$ cat src/rtl/nn_pkg.sv
// Shared definitions for the neural-network datapath: default widths, output-stage FSM
// states and activation saturation limits.
package nn_pkg;

    localparam int NN_ACC_W = 17;
    localparam int NN_OUT_W = 8;

    typedef enum logic [1:0] {
        ACCUM,
        DRAIN,
        EMIT
    } nos_state_t;

    function automatic int sat_umax(input int out_w);
        return (1 << out_w) - 1;
    endfunction

    function automatic int sat_smax(input int out_w);
        return (1 << (out_w - 1)) - 1;
    endfunction

    function automatic int sat_smin(input int out_w);
        return -(1 << (out_w - 1));
    endfunction

    localparam int NN_SAT_UMAX = sat_umax(NN_OUT_W);
    localparam int NN_SAT_SMAX = sat_smax(NN_OUT_W);
    localparam int NN_SAT_SMIN = sat_smin(NN_OUT_W);

endpackage

$ cat src/rtl/requant_sat.sv
// Combinational requantiser: bias add, optional ReLU, right shift and saturation.
// NOS_RELU_EN selects unsigned ReLU output; otherwise the output is signed two's complement.
module requant_sat
    import nn_pkg::*;
#(
    parameter int ACC_W = NN_ACC_W,
    parameter int OUT_W = NN_OUT_W
) (
    input  logic [ACC_W-1:0]     acc,
    input  logic signed [ACC_W:0] bias,
    input  logic [3:0]           shift_amt,
    output logic [OUT_W-1:0]     data,
    output logic                 sat
);

    // Two extra bits: one for the sign, one for the carry of unsigned acc + signed bias.
    localparam int SW = ACC_W + 2;

    logic signed [SW-1:0] sum;
    logic signed [SW-1:0] sh;

    always_comb begin
        sum = $signed({2'b00, acc}) + SW'(bias);
        sh  = sum >>> shift_amt;
    end

`ifdef NOS_RELU_EN
    localparam logic signed [SW-1:0] HI = SW'(sat_umax(OUT_W));

    always_comb begin
        data = '0;
        sat  = 1'b0;
        if (sum[SW-1]) begin
            data = '0;
        end else if (sh > HI) begin
            data = '1;
            sat  = 1'b1;
        end else begin
            data = sh[OUT_W-1:0];
        end
    end
`else
    localparam logic signed [SW-1:0] HI = SW'(sat_smax(OUT_W));
    localparam logic signed [SW-1:0] LO = SW'(sat_smin(OUT_W));

    always_comb begin
        data = '0;
        sat  = 1'b0;
        if (sh > HI) begin
            data = {1'b0, {(OUT_W-1){1'b1}}};
            sat  = 1'b1;
        end else if (sh < LO) begin
            data = {1'b1, {(OUT_W-1){1'b0}}};
            sat  = 1'b1;
        end else begin
            data = sh[OUT_W-1:0];
        end
    end
`endif

endmodule

$ cat src/rtl/neuron_output_stage.sv
// Post-MAC output stage: waits out the MAC pipeline, requantises the sum, hands it off
// over valid/ready and clears the accumulator. Activation mode set by NOS_RELU_EN.
module neuron_output_stage
    import nn_pkg::*;
#(
    parameter int ACC_W       = NN_ACC_W,
    parameter int OUT_W       = NN_OUT_W,
    parameter int MAC_LATENCY = 2
) (
    input  logic                 clk,
    input  logic                 reset,
    input  logic                 mac_enable,
    input  logic                 mac_last,
    input  logic [ACC_W-1:0]     acc_in,
    input  logic signed [ACC_W:0] bias,
    input  logic [3:0]           shift_amt,
    output logic                 mac_clear,
    output logic                 stall,
    output logic [OUT_W-1:0]     out_data,
    output logic                 out_valid,
    input  logic                 out_ready,
    output logic                 out_sat
);

    nos_state_t       state;
    logic [3:0]       drain_cnt;
    logic             capture;
    logic [OUT_W-1:0] q_data;
    logic             q_sat;

    requant_sat #(
        .ACC_W(ACC_W),
        .OUT_W(OUT_W)
    ) u_requant (
        .acc      (acc_in),
        .bias     (bias),
        .shift_amt(shift_amt),
        .data     (q_data),
        .sat      (q_sat)
    );

    // Reset gates the clear so an aborted drain never pulses the MAC reset.
    always_comb begin
        capture   = (state == DRAIN) && (drain_cnt == '0);
        mac_clear = capture && !reset;
    end

    always_ff @(posedge clk) begin
        if (reset) begin
            state     <= ACCUM;
            drain_cnt <= '0;
            stall     <= 1'b0;
            out_data  <= '0;
            out_valid <= 1'b0;
            out_sat   <= 1'b0;
        end else begin
            case (state)
                ACCUM: begin
                    if (mac_enable && mac_last) begin
                        state     <= DRAIN;
                        drain_cnt <= 4'(MAC_LATENCY - 1);
                        stall     <= 1'b1;
                    end
                end
                DRAIN: begin
                    if (capture) begin
                        out_data  <= q_data;
                        out_sat   <= q_sat;
                        out_valid <= 1'b1;
                        state     <= EMIT;
                    end else begin
                        drain_cnt <= drain_cnt - 4'd1;
                    end
                end
                EMIT: begin
                    if (out_ready) begin
                        out_valid <= 1'b0;
                        stall     <= 1'b0;
                        state     <= ACCUM;
                    end
                end
                default: begin
                    state <= ACCUM;
                end
            endcase
        end
    end

endmodule

$ cat config.mk
export PLATFORM = sky130hd
export DESIGN_NAME = neuron_output_stage
export DESIGN_NICKNAME = d
export VERILOG_FILES = /design/src/rtl/nn_pkg.sv /design/src/rtl/requant_sat.sv /design/src/rtl/neuron_output_stage.sv
export SDC_FILE = /design/constraint.sdc
export NUM_CORES = 1
export LEC_CHECK = 0
export CORE_ASPECT_RATIO = 1.25
export CORE_UTILIZATION = 25
export CTS_BUF_LIST = sky130_fd_sc_hd__clkbuf_8
export CTS_CLUSTER_SIZE = 16
export DETAILED_ROUTE_END_ITERATION = 12
export HOLD_SLACK_MARGIN = 0.02
export PLACE_DENSITY_LB_ADDON = 0.15
export SLEW_MARGIN = 20
export SYNTH_ARGS = -nofsm -noshare
export SYNTH_HDL_FRONTEND = slang
export SYNTH_SLANG_ARGS = --single-unit
$ cat constraint.sdc
create_clock -name clk -period 7.1 [get_ports clk]
set_clock_uncertainty 0.2 [all_clocks]
set_input_delay 1.775 -clock clk [delete_from_list [all_inputs] [get_ports clk]]
set_output_delay 1.775 -clock clk [all_outputs]
set_load 0.01 [all_outputs]
# Word-level counts from Yosys, hierarchy flattened
# Cells that the tools add are included.
[totals]
regBits = 17
in_bits = 44
output_inout_bits = 12
word_cells = 47
[classes]
addsub = 2
n_lt_le_gt_ge = 2
eq_ne = 6
shifts = 1
mux = 16
reduce_logical = 14
[ops]
columns = ["cell", "count"]
rows = [
  ["18-bit by 18-bit adder with 19-bit output", 1],
  ["19-bit by 8-bit > comparator with 1-bit output, second input constant", 1],
  ["19-bit by 8-bit < comparator with 1-bit output, second input constant", 1],
  ["19-bit by 4-bit >>> shifter with 19-bit output", 1],
  ["8-bit two-way mux", 2],
  ["3-bit AND reduction", 4],
  ["4-bit two-way mux", 2],
  ["2-bit != test, second input constant", 4],
  ["4-bit case mux with 2 select lines", 1],
  ["2-bit two-way mux", 3],
  ["2-bit case mux with 3 select lines", 1],
  ["2-bit nonzero test", 3],
  ["1-bit two-way mux", 5],
  ["4-bit logical NOT", 1],
  ["1-bit case mux with 2 select lines", 2],
  ["4-bit by 1-bit subtractor with 4-bit output, second input constant", 1],
  ["1-bit logical AND", 3],
  ["2-bit by 1-bit equality test with 1-bit output, second input constant", 1],
  ["2-bit equality test, second input constant", 1],
  ["2-bit logical NOT", 1],
  ["2-bit AND reduction", 1],
  ["1-bit logical NOT", 1],
]

# Longest topological paths before layout
[depth]
word_depth = 5
ltp_mapped = 15
ltp_nobuf = 14

# Hierarchy
# From an unflattened synthesis, not the netlist that was laid out.
[unflattened]
hier_cells = 461
area_unflattened_um2 = 3268.1
[modules_own_cells]
columns = ["mod", "n_inst", "cells_each", "area_each_um2", "seq_area_each_um2"]
rows = [
  ["requant_sat", 1, 377, 2553.7, 0.0],
  ["neuron_output_stage", 1, 84, 714.4, 340.3],
]

# Least setup slack after synthesis
# No wires, ideal clock.
[synth_path]
kind = "input to register"
from = "input port acc_in[0]"
to = "register out_sat"
setup_time_ns = 0.137
arrival_time_ns = 4.686
t_required_ns = 6.763
setup_slack_ns = 2.077
stages = 15
n_path_buf = 1
path_cell_list = "ha_1 -> inv_1 -> fa_1 -> nand2b_1 -> a21oi_2 -> o21ai_1 -> a211oi_1 -> or2_2 -> clkbuf_1 -> o211a_1 -> a22oi_1 -> a2111oi_2 -> o21ai_2 -> a21oi_4 -> a211oi_1"
[synth_via]
elab_chain_len = 5
elab_cells_between_ends = 6
cone_classes = "add/sub (1); order compare (2); shift (1); mux (2)"
[synth_rtl]
columns = ["element", "line_no", "rtl"]
rows = [
  ["start: declaration", "neuron_output_stage.sv:14", "input logic [ACC_W-1:0] acc_in,"],
  ["18-bit by 18-bit adder with 19-bit output (*)", "requant_sat.sv:23", "sum = $signed({2'b00, acc}) + SW'(bias);"],
  ["19-bit by 4-bit >>> shifter with 19-bit output (*)", "requant_sat.sv:24", "sh = sum >>> shift_amt;"],
  ["19-bit by 8-bit < comparator with 1-bit output", "requant_sat.sv:52", "end else if (sh < LO) begin"],
  ["1-bit two-way mux", "requant_sat.sv:52", ""],
  ["1-bit two-way mux (*)", "requant_sat.sv:49", "if (sh > HI) begin"],
  ["end signal: assignment", "neuron_output_stage.sv:68", "out_sat <= q_sat;"],
  ["end: declaration", "neuron_output_stage.sv:22", "output logic out_sat"],
]
# Mark *: on every way between the ends. The rest lies on a longest branch, timed or not.
# A chain may end at the register's enable or synchronous reset.

# Worst setup path after layout
[layout_path]
from = "input port acc_in[0]"
to = "register out_data[2]"
[layout_via]
elab_chain_len = 5
elab_cells_between_ends = 6
cone_classes = "add/sub (1); order compare (2); shift (1); mux (2)"
[layout_rtl]
columns = ["element", "line_no", "rtl"]
rows = [
  ["18-bit by 18-bit adder with 19-bit output (*)", "requant_sat.sv:23", ""],
  ["19-bit by 4-bit >>> shifter with 19-bit output (*)", "requant_sat.sv:24", ""],
  ["19-bit by 8-bit < comparator with 1-bit output", "requant_sat.sv:52", ""],
  ["8-bit two-way mux", "requant_sat.sv:52", ""],
  ["8-bit two-way mux (*)", "requant_sat.sv:49", ""],
  ["end signal: assignment", "neuron_output_stage.sv:67", "out_data <= q_data;"],
  ["end: declaration", "neuron_output_stage.sv:19", "output logic [OUT_W-1:0] out_data,"],
]
# Marked as above.

==> reports/metrics.yaml <==
power_and_ir_drop:
  finalPower_mw: 0.470
  pwr-share-seq_pct: 22.3
  p_leak_nw: 1.28
  power_density_nw_per_um2: 135
  vdd_drop_max_uv: 87.3
  p_switching_mw: 0.206
  internal_power_mw: 0.264
  clkPwrFrac_pct: 15.0
  switching_share_pct: 43.8
  power_frac_comb_pct: 62.7
floorplan:
  dieArea_um2: 11700
  io_pins: 56
  rows: 42
  core-area_um2: 10800
  die_w_um: 96.8
  start_util_pct: 26.1
  die_h_um: 121
synthesis:
  ys_dominant_reg_cell: "dfxtp_1"
  netlist_top_cells_area: "dfxtp_1 12%, ha_1 8.0%, nor2_1 6.7%, a21oi_1 5.3%, mux2i_1 4.6%"
  synth_seq_cells: 17
  synth_fa_ha_area_share_pct: 8.73
  async_flop_share_pct: 0
  syn_area_per_cell_um2: 7.30
  yosys.area_share.simple_pct: 24.7
  synth_commonest_cells: "50 x nor2_1, 34 x nand2_1, 30 x a21oi_1"
  synth_top_family_by_area: "compound AO/OA/AOI/OAI gates"
  synth_most_common_cell: "nor2_1"
  synth_cells: 385
  synthXorXnorAreaFrac_pct: 4.32
  synth-compound-area-share_pct: 38.4
  synth_cell_type_count: 72
  synth.area.mux_share_pct: 6.24
  synth_nets: 448
  synth_warnings: 0
  synth.top_cell.area_share_pct: 12.1
  yosysTopAreaCell: "dfxtp_1"
  synth_seq_area_share_pct: 12.1
  synth_edf_count: 0
  synth_area_um2: 2810
drt:
  drt-vias-per-instance: 5.50
  drt_pre_antenna_iters: 4
  wirelength_um: 8820
  postRouteAntennaNets: 0
  vias: 3053
  first_iter_violations: 155
  drc: 0
  wl_per_cell_um: 15.9
clock_network:
  numClockSinks: 17
  cts_setup_buffers: 0
  cts_tree: "done"
  clkLatencyLatePin_ns: 0.25
  cts_max_path_buffers: 2
  cts.clk_slew.worst_paths_ns: 0.06
  cts_resized: 0
  cts_buffers: 3
  cts_hold_buf: 0
  h-tree-depth: 1
  cts_root_buffer: "clkbuf_8"
sta:
  layout_min_cycle_time_ns: 5.66
  slew_violations: 0
  clock.fmax_mhz: 177
  min_period_over_period_pct: 79.7
  finalHoldViolations: 0
  setup_viol: 0
  rsz0062_at_grt: "false"
  tightest_slew_ns: 0.767
  fin_setup_tns_ns: 0
  slew_headroom_pct: 48.8
worst_setup_path:
  criticalPathCategory: "input pin to flip-flop"
  crit_required_ns: 7.08
  critPathSlowestCell: "clkdlybuf4s50_1"
  cp_max_fo: 8
  cpLargestDelayFamily: "compound AO/OA/AOI/OAI gates"
  critPathCaptureType: "flip-flop"
  cp.arrival_ns: 5.64
  path_buf_inv: 2
  path_cells: "clkdlybuf4s50_1 -> ha_1 -> inv_1 -> fa_1 -> nand2b_1 -> a21oi_2 -> o21ai_0 -> xnor2_1 -> mux2i_1 -> a221o_1 -> a2111oi_0 -> a32oi_1 -> o21ai_4 -> o311ai_1 -> a211oi_2"
  cp_slowest_stage_delay_ns: 0.46
  start_kind: "input pin"
placement:
  routabilityCongestion: 0.810
  place_inst: 551
  post-dp-hpwl_um: 7040
  io_buffer_count: 55
global_route:
  met2_usage_pct: 28.2
  gr-usage-met3_pct: 1.45
  grt-ovfl-total: 0
  gr-usage-all-layers_pct: 14.9
  antenna_found_initial: 0
  grt_pass1_wl_um: 14700
  grt_pass1_vias: 3048
  grt_max_degree: 27
  grt-busiest-layer: "met2"
  grt.met1_usage_pct: 17.7
final_layout:
  syn_to_final_growth_pct: 24.1
  final_cells: 555
  layout-drive-gt1-share_pct: 8.27
  final_util_pct: 32.3
  insertedDiodeCount: 0
  nFillCells: 1181
  fin_nets: 487
run:
  maxCapViolations: 0
hold_path:
  hp-class: "flip-flop to flip-flop"
status:
  status: "finished clean"
-- kinds of logic (layout without fill, tap and decap cells) --
logic type,count (synthesis),after routing
muxes,16,16
buffers and inverters,37,75
xor gates and xnor gates,13,13
adders and majority gates,19,19
AOI/OAI and AO/OA,139,139
and+or+nand+nor,144,144
DFF,17,17
-- layout by cell type, fill, tap and decap left out, types with 3 or more instances in the layout --
cell type        count
clkdlybuf4s50_1     55
nor2_1              50
nand2_1             34
a21oi_1             30
ha_1                18
o21ai_0             17
dfxtp_1             17
inv_1               14
o211ai_1            13
mux2i_1             13
a211oi_1            11
nand3_1             10
nor3_1              10
xnor2_1             10
nand4_1              7
a211oi_2             7
a21o_1               6
o21a_1               6
and3_1               6
nand2b_1             5
o2111ai_1            5
o21ai_1              4
or3_1                4
nand3b_1             3
a221oi_1             3
o41ai_2              3
clkbuf_8             3
-- final timing paths --
kind | start | to | slack, ns | cells past startpoint
setup / recovery | acc_in[0] | out_data[2] | 1.44 | 15
hold / removal | out_valid | out_valid | 0.26 | 2
setup reg to reg | state[0] | out_data[0] | 5.28 | 4
hold reg to reg | out_valid | out_valid | 0.26 | 2
-- power by group through the flow --
stage                     Combinational, mW  Sequential, mW  Clock, mW
after floorplan                       0.205           0.108          0
after global placement                0.294           0.107          0
after detailed placement              0.293           0.107          0
after CTS                             0.296           0.105     0.0737
after global routing                  0.324           0.105     0.0780
final                                 0.294           0.105     0.0707
-- flip-flops by register name (all words and copies together) (netlist names) --
register and count:
out_valid 1, stall 1, drain_cnt 4, out_sat 1
state 2, out_data 8
-- cell type report --
| cell class | instances | area [µm²] | area share [%] |
|---|---|---|---|
| well taps | 132 | 165 | 4.74 |
| inverters | 14 | 52.6 | 1.51 |
| repair buffers | 57 | 566 | 16.2 |
| clock buffers | 3 | 41.3 | 1.18 |
| flip-flops and latches | 17 | 340 | 9.77 |
| multi-input cells | 331 | 2320 | 66.5 |
| clock inverters | 1 | 3.75 | 0.108 |
-- routing by layer --
layer  vias to the layer above  wire (µm)
met5                         -          0
met4                         0        171
met3                        14        381
met2                        88       4440
met1                      1412       3830
li1                       1539          -
-- per-stage QoR --
stage	cell area [µm²]	hold slack [ns]	setup slack, ns
3_5_place_dp	3440	0.249	1.17
5_1_grt	3480	0.303	1.09
6_report	3480	0.262	1.44
3_3_place_gp	3440	0.252	1.20
4_1_cts	3480	0.261	1.42
2_1_floorplan	2810	0.278	2.08
-- tightest hold or removal path, stage by stage (launching register included) --
cell and delay, ns:
dfxtp_1 0.31, nand2_1 0.05, a21oi_1 0.05
Note: power is estimated with default switching activity, not from simulation.
